File: src/rtl/decodificador_varredura.sv
// decodificador_varredura: registered N-to-2^N one-hot decoder with enable,
// a loadable index register and an auto-scan mode that walks the active
// output across all lines at a programmable rate (display digit / row scan).
//
// Ports:
//   clk   - clock, all state updates on the rising edge
//   rst   - synchronous active-high reset
//   A     - index to load (N bits)
//   E     - enable; 0 forces S inactive and freezes scanning
//   load  - load A into the index register (wins over a scan step)
//   mode  - 0 = direct, 1 = scan
//   S     - registered one-hot decode of idx (inverted when ACTIVE_LOW=1)
//   idx   - current index register
//   wrap  - one-cycle pulse when a scan step wraps idx from 2^N-1 to 0
module decodificador_varredura #(
  parameter int unsigned N          = 3,
  parameter int unsigned DIV        = 4,
  parameter bit          ACTIVE_LOW = 1'b0
) (
  input  logic              clk,
  input  logic              rst,
  input  logic [N-1:0]      A,
  input  logic              E,
  input  logic              load,
  input  logic              mode,
  output logic [(1<<N)-1:0] S,
  output logic [N-1:0]      idx,
  output logic              wrap
);

  localparam int unsigned W  = 1 << N;
  localparam int unsigned PW = (DIV > 1) ? $clog2(DIV) : 1;

  logic [N-1:0]  idx_q, idx_d;
  logic [PW-1:0] pcnt_q, pcnt_d;
  logic [W-1:0]  s_q, s_d;
  logic          wrap_q, wrap_d;
  logic          tick_c;
  logic [W-1:0]  onehot_c;

  // Scan step strobe; a simultaneous load suppresses it.
  assign tick_c = mode & E & (pcnt_q == PW'(DIV - 1)) & ~load;

  // Next-state computation for index, prescaler, wrap pulse and decode.
  always_comb begin
    idx_d    = idx_q;
    pcnt_d   = pcnt_q;
    wrap_d   = 1'b0;
    onehot_c = '0;

    if (load) begin
      idx_d = A;
    end else if (tick_c) begin
      idx_d = idx_q + N'(1);
    end

    // Prescaler clears on load or in direct mode, holds while disabled.
    if (load || !mode) begin
      pcnt_d = '0;
    end else if (E) begin
      pcnt_d = tick_c ? '0 : pcnt_q + PW'(1);
    end

    wrap_d = tick_c & (idx_q == {N{1'b1}});

    // Decode the new index so S and idx always change on the same edge.
    if (E) begin
      onehot_c = W'(1) << idx_d;
    end
    s_d = ACTIVE_LOW ? ~onehot_c : onehot_c;
  end

  // State register with synchronous reset.
  always_ff @(posedge clk) begin
    if (rst) begin
      idx_q  <= '0;
      pcnt_q <= '0;
      wrap_q <= 1'b0;
      s_q    <= ACTIVE_LOW ? {W{1'b1}} : {W{1'b0}};
    end else begin
      idx_q  <= idx_d;
      pcnt_q <= pcnt_d;
      wrap_q <= wrap_d;
      s_q    <= s_d;
    end
  end

  assign S    = s_q;
  assign idx  = idx_q;
  assign wrap = wrap_q;

endmodule

File: config.mk
export PLATFORM = sky130hd
export DESIGN_NAME = decodificador_varredura
export DESIGN_NICKNAME = d
export VERILOG_FILES = /design/src/rtl/decodificador_varredura.sv
export SDC_FILE = /design/constraint.sdc
export NUM_CORES = 1
export LEC_CHECK = 0
export CAP_MARGIN = 20
export CORE_MARGIN = 2
export CORE_UTILIZATION = 41
export CTS_CLUSTER_SIZE = 20
export DETAILED_ROUTE_END_ITERATION = 10
export GPL_TIMING_DRIVEN = 0
export MAX_ROUTING_LAYER = met4
export PLACE_DENSITY_LB_ADDON = 0.15
export SLEW_MARGIN = 20
export SYNTH_ARGS = -nofsm -noshare
export SYNTH_HDL_FRONTEND = slang
export SYNTH_SLANG_ARGS = --single-unit
File: constraint.sdc
create_clock -name clk -period 1.7 [get_ports clk]
set_input_delay 0.34 -clock clk [delete_from_list [all_inputs] [get_ports clk]]
set_output_delay 0.34 -clock clk [all_outputs]
set_load 0.02 [all_outputs]
After elaboration in Yosys (flattened, before gate mapping):

Index checks and enable logic that the tools add are counted.

* shift operators: 1
* reduce and logical (&&, ||, !) cells: 4
* eq/ne operators: 2
* add/sub/neg operators: 2
* bitwise operators: 6
* muxes and demuxes: 3

Operators with widths (number)
* $shl A1 B3 Y8 const A: 1
* $mux W3: 2
* $and A1 B1 Y1: 4
* $reduce_or A2 Y1: 2
* $add A3 B1 Y3 const B: 1
* $eq A3 B3 Y1 const B: 1
* $add A2 B1 Y2 const B: 1
* $eq A2 B2 Y1 const B: 1
* $mux W2: 1
* $not A1 Y1: 2
* $logic_not A1 Y1: 1
* $logic_or A1 B1 Y1: 1

* logic and storage cells: 22
* bits of input ports: 8
* bits in registers: 14
* output and inout port bits: 12

Longest topological paths before layout:

* depth in word-level cells: 6
* mapped depth: 5
* gate-level depth less buffers: 5

Least setup slack after synthesis:

OpenSTA, ideal clock, no wires.

* kind: reg2reg
* start point: register idx_q[0], in the netlist idx[0]
* end point: register s_q[4], in the netlist S[4]
* data required time: 1.573 ns
* period minus slack after synthesis: 1.488 ns
* path slack: 0.212 ns
* path buffers: 0
* arrival: 1.360 ns
* library setup time: 0.127 ns
* stages on the path, launching flop included: 6
* cell sequence: dfxtp_1 -> ha_1 -> ha_1 -> a41oi_1 -> a22o_1 -> nor3_1

* longest elaborated chain between the ends: 4

Ends and longest elaborated chain
* from (decl): line 34 `logic [N-1:0] idx_q, idx_d;`
* from (signal assigned): line 81 `idx_q <= idx_d;`
* $add A3 B1 Y3: line 54 `idx_d = idx_q + N'(1);`
* $mux W3 (*): line 53 `end else if (tick_c) begin`
* $mux W3 (*): line 51 `if (load) begin`
* $shl A1 B3 Y8 (*): line 68 `onehot_c = W'(1) << idx_d;`
* to (signal assigned): line 79 `s_q <= ACTIVE_LOW ? {W{1'b1}} : {W{1'b0}};`
* to (decl): line 36 `logic [W-1:0] s_q, s_d;`

Mark *: on every way between the ends. The rest lies on a longest branch, timed or not.
A chain may end at the register's enable or synchronous reset.

Worst setup path after layout:

* start point: register idx_q[0], in the netlist idx[0]
* end point: output port idx[0]

RTL lines
* to (decl): line 27 `output logic [N-1:0] idx,`

No word-level cell between the ends.

==> impl_metrics.yaml <==
drt:
  routedWlPerCell_um: 11.60
  route.final.wire_length_mm: 1.056
  routed-via-count: 459
  drtAntennaViolNets: 0
  route.detailed.drc: 0
  drt_iter0_drc: 7
  dr.pass1.iters: 3
  drt-vias-per-instance: 5.044
cts:
  cts_htree_levels: 1
  clock_network_latency_to_the_later_pin_of_the_worst_skew_pair_ns: 0.28
  cts-hold-fix-buffers: 0
  cts_num_sinks: 14
  cts.reportedPaths.clkPinSlew_ns: 0.09
  cts_resized: 0
  cts_setup_buffers: 0
  cts-root-buf: "clkbuf_4"
  maximum_clock_insertion_buffer_count: 2
  cts_inserted_buffers: 3
  tritoncts_clock_tree: "built"
power_and_ir_drop:
  power.static_leakage_nw: 0.3126
  power.density_mw_per_mm2: 874.3
  irDropWorstVdd_mv: 0.5134
global_routing:
  globalRouteTotalUtil_pct: 17.62
  maximum_number_of_pins_on_one_net_before_global_route_repair: 10
  antenna_found_initial: 0
  global_route_wire_length_before_repair_mm: 1.718
  first_global_vias: 405
  grt_overflow: 0
placement:
  gp_congestion: 0.7985
  dp_worst_setup_slack_ns: -0.1180
  dp.final_hpwl_um: 781.3
  buffer_ports.inserted: 18
setup_path:
  worst_r2r_startpoint: "idx[0]$_SDFF_PP0_"
  cp.arrival_ns: 1.28
  start_kind: "flip-flop"
  critical_path.endpoint_type: "output port"
  cp_num_cells: 1
  critPathLaunch: "idx[0]$_SDFF_PP0_"
  regToRegEndpoint: "S[5]$_SDFF_PP0_"
  cp_top_family: "buffers and inverters"
  crit_path_cell_trace: "clkdlybuf4s50_1"
  rr_worst_depth: 5
  critical_path_required_ns: 1.36
  crit_slowest_cell: "clkdlybuf4s50_1"
  crit_path_max_incr_delay_ns: 0.62
  worst-path-max-fanout: 3
  worstPathBufferInverterCount: 1
  worst-r2r-setup-slack_ns: 0.16
  crit_type: "reg2out"
  destination_of_the_critical_timing_path: "idx[0]"
yosys:
  synth_warnings: 0
  yosysUniqueCellTypes: 19
  syn_nets: 65
  synth_cells: 54
  mappedNetlistArea_sq_um: 539.3
  synth.yosys.seq_area_share_pct: 51.97
  postSynthRegisterBits: 14
  avgSynthCellArea_sq_um: 9.986
sta:
  setup_viol_count_final: 0
  final_max_slew_viol_count: 0
  peak_clock_frequency_supported_by_timing_mhz: 615.9
  hold_slack_ns: 0.4984
  timing_hold_violations_final: 0
  relSlewSlack_pct: 77.66
  finClkSkew_ns: 0.0004475
  grt_setup_unrepaired: "false"
  final_period_minus_worst_setup_slack_ns: 1.624
  period_utilization_post_route_pct: 95.51
  final_critical_path_setup_slack_ns: 0.07640
  timing_worst_slew_pin_value_ns: 0.3352
floorplan:
  io_pins: 20
  coreArea_sq_mm: 0.001269
  row_count: 13
  die_area_sq_mm: 0.001621
  die_height_um: 40.27
  initial_cell_density_of_the_core_pct: 42.50
  chip_width_um: 40.27
layout:
  antenna-diode-count: 0
  layout_nets: 88
  area_growth_syn_to_layout_pct: 43.62
  filler_cell_count: 116
  ratio_of_cells_with_drive_above_1_in_the_final_layout_pct: 9.211
job:
  maxCapViolCount: 0
run_status:
  outcome: "finished, final reports clean"
worst_hold_path:
  hold_path_depth: 4
  timing.hold.worst.class: "in2reg"
  min-delay-start: "load"
-- sequential cells by signal, indices dropped and copies added, names as in the netlist --
name and flops:
S 8, wrap 1, pcnt_q 2, idx 3
-- cells by family after synthesis --
logic type,synth area share [%]
AOI/OAI and AO/OA,11.60
xor gates and xnor gates,1.624
adders and majority gates,6.961
buffers and inverters,1.623
DFF,51.97
muxes,3.712
and+or+nand+nor,22.50
-- cell usage in the layout (no fill, tap or decap) --
cell type	instances
a21o_1	2
a22o_1	1
a22oi_1	1
a41o_1	1
a41oi_1	1
buf_2	1
clkbuf_4	3
clkbuf_8	1
clkdlybuf4s50_1	18
dfxtp_1	14
ha_1	3
inv_2	1
mux2i_1	2
nand2_1	4
nand2b_1	3
nand3_2	1
nand3b_1	1
nor2_1	4
nor3_1	11
o21a_1	1
o21ai_1	1
xor2_1	1
-- through the flow --
step	cell area (sq um)	cells	util, %	TNS, ns	total power, mW
after floorplan	539.3	54	-	0	0.3990
after global placement	738.2	87	58.19	-0.5056	0.4417
after detailed placement	738.2	87	58.19	-0.5684	0.4430
after CTS	774.5	91	61.05	0	0.6793
after global routing	774.5	91	61.05	0	0.6987
final	774.5	91	61.05	0	0.6771
-- how the worst min path moves through the flow --
stage / slack, ns / endpoint
floorplan: 0.41 / idx[1]$_SDFF_PP0_
global placement: 0.51 / pcnt_q[1]$_SDFFE_PP0P_
detailed placement: 0.52 / pcnt_q[1]$_SDFFE_PP0P_
CTS: 0.49 / idx[1]$_SDFF_PP0_
global route: 0.51 / idx[1]$_SDFF_PP0_
finish: 0.50 / idx[1]$_SDFF_PP0_
-- layer usage --
| metal | global-route usage [%] | wire length (um) |
|---|---|---|
| met3 | 3.333 | 63 |
| met1 | 19.18 | 488 |
| met4 | 12.50 | 17 |
| met2 | 28.63 | 487 |
| met5 | - | 0 |
-- synth_stat cells --
master    number  area share [%]
a21o_1         2             2.8
a22o_1         1             1.6
a22oi_1        1             1.4
a41o_1         1             1.9
a41oi_1        1             1.6
buf_2          1            0.93
dfxtp_1       14              52
ha_1           3             7.0
inv_2          1            0.70
mux2i_1        2             3.7
nand2_1        4             2.8
nand2b_1       3             3.5
nand3_2        1             1.9
nand3b_1       1             1.4
nor2_1         4             2.8
nor3_1        11              10
o21a_1         1             1.4
o21ai_1        1            0.93
xor2_1         1             1.6
-- power breakdown --
part	total (mW)	leakage, nW	switching, mW	internal, mW
Sequential	0.343	0.114	0.00525	0.337
Combinational	0.0923	0.178	0.0478	0.0444
Clock	0.242	0.0210	0.112	0.130
-- final cells by class --
cell class	count	area [sq um]	share of cell area [%]
Sequential cell	14	280.3	36.19
Multi-Input combinational cell	38	250.2	32.31
Timing Repair Buffer	18	180.2	23.26
Clock buffer	4	36.28	4.685
Tap cell	15	18.77	2.423
Buffer	1	5.005	0.6462
Inverter	1	3.754	0.4847
Power figures use the tool's default switching activity.
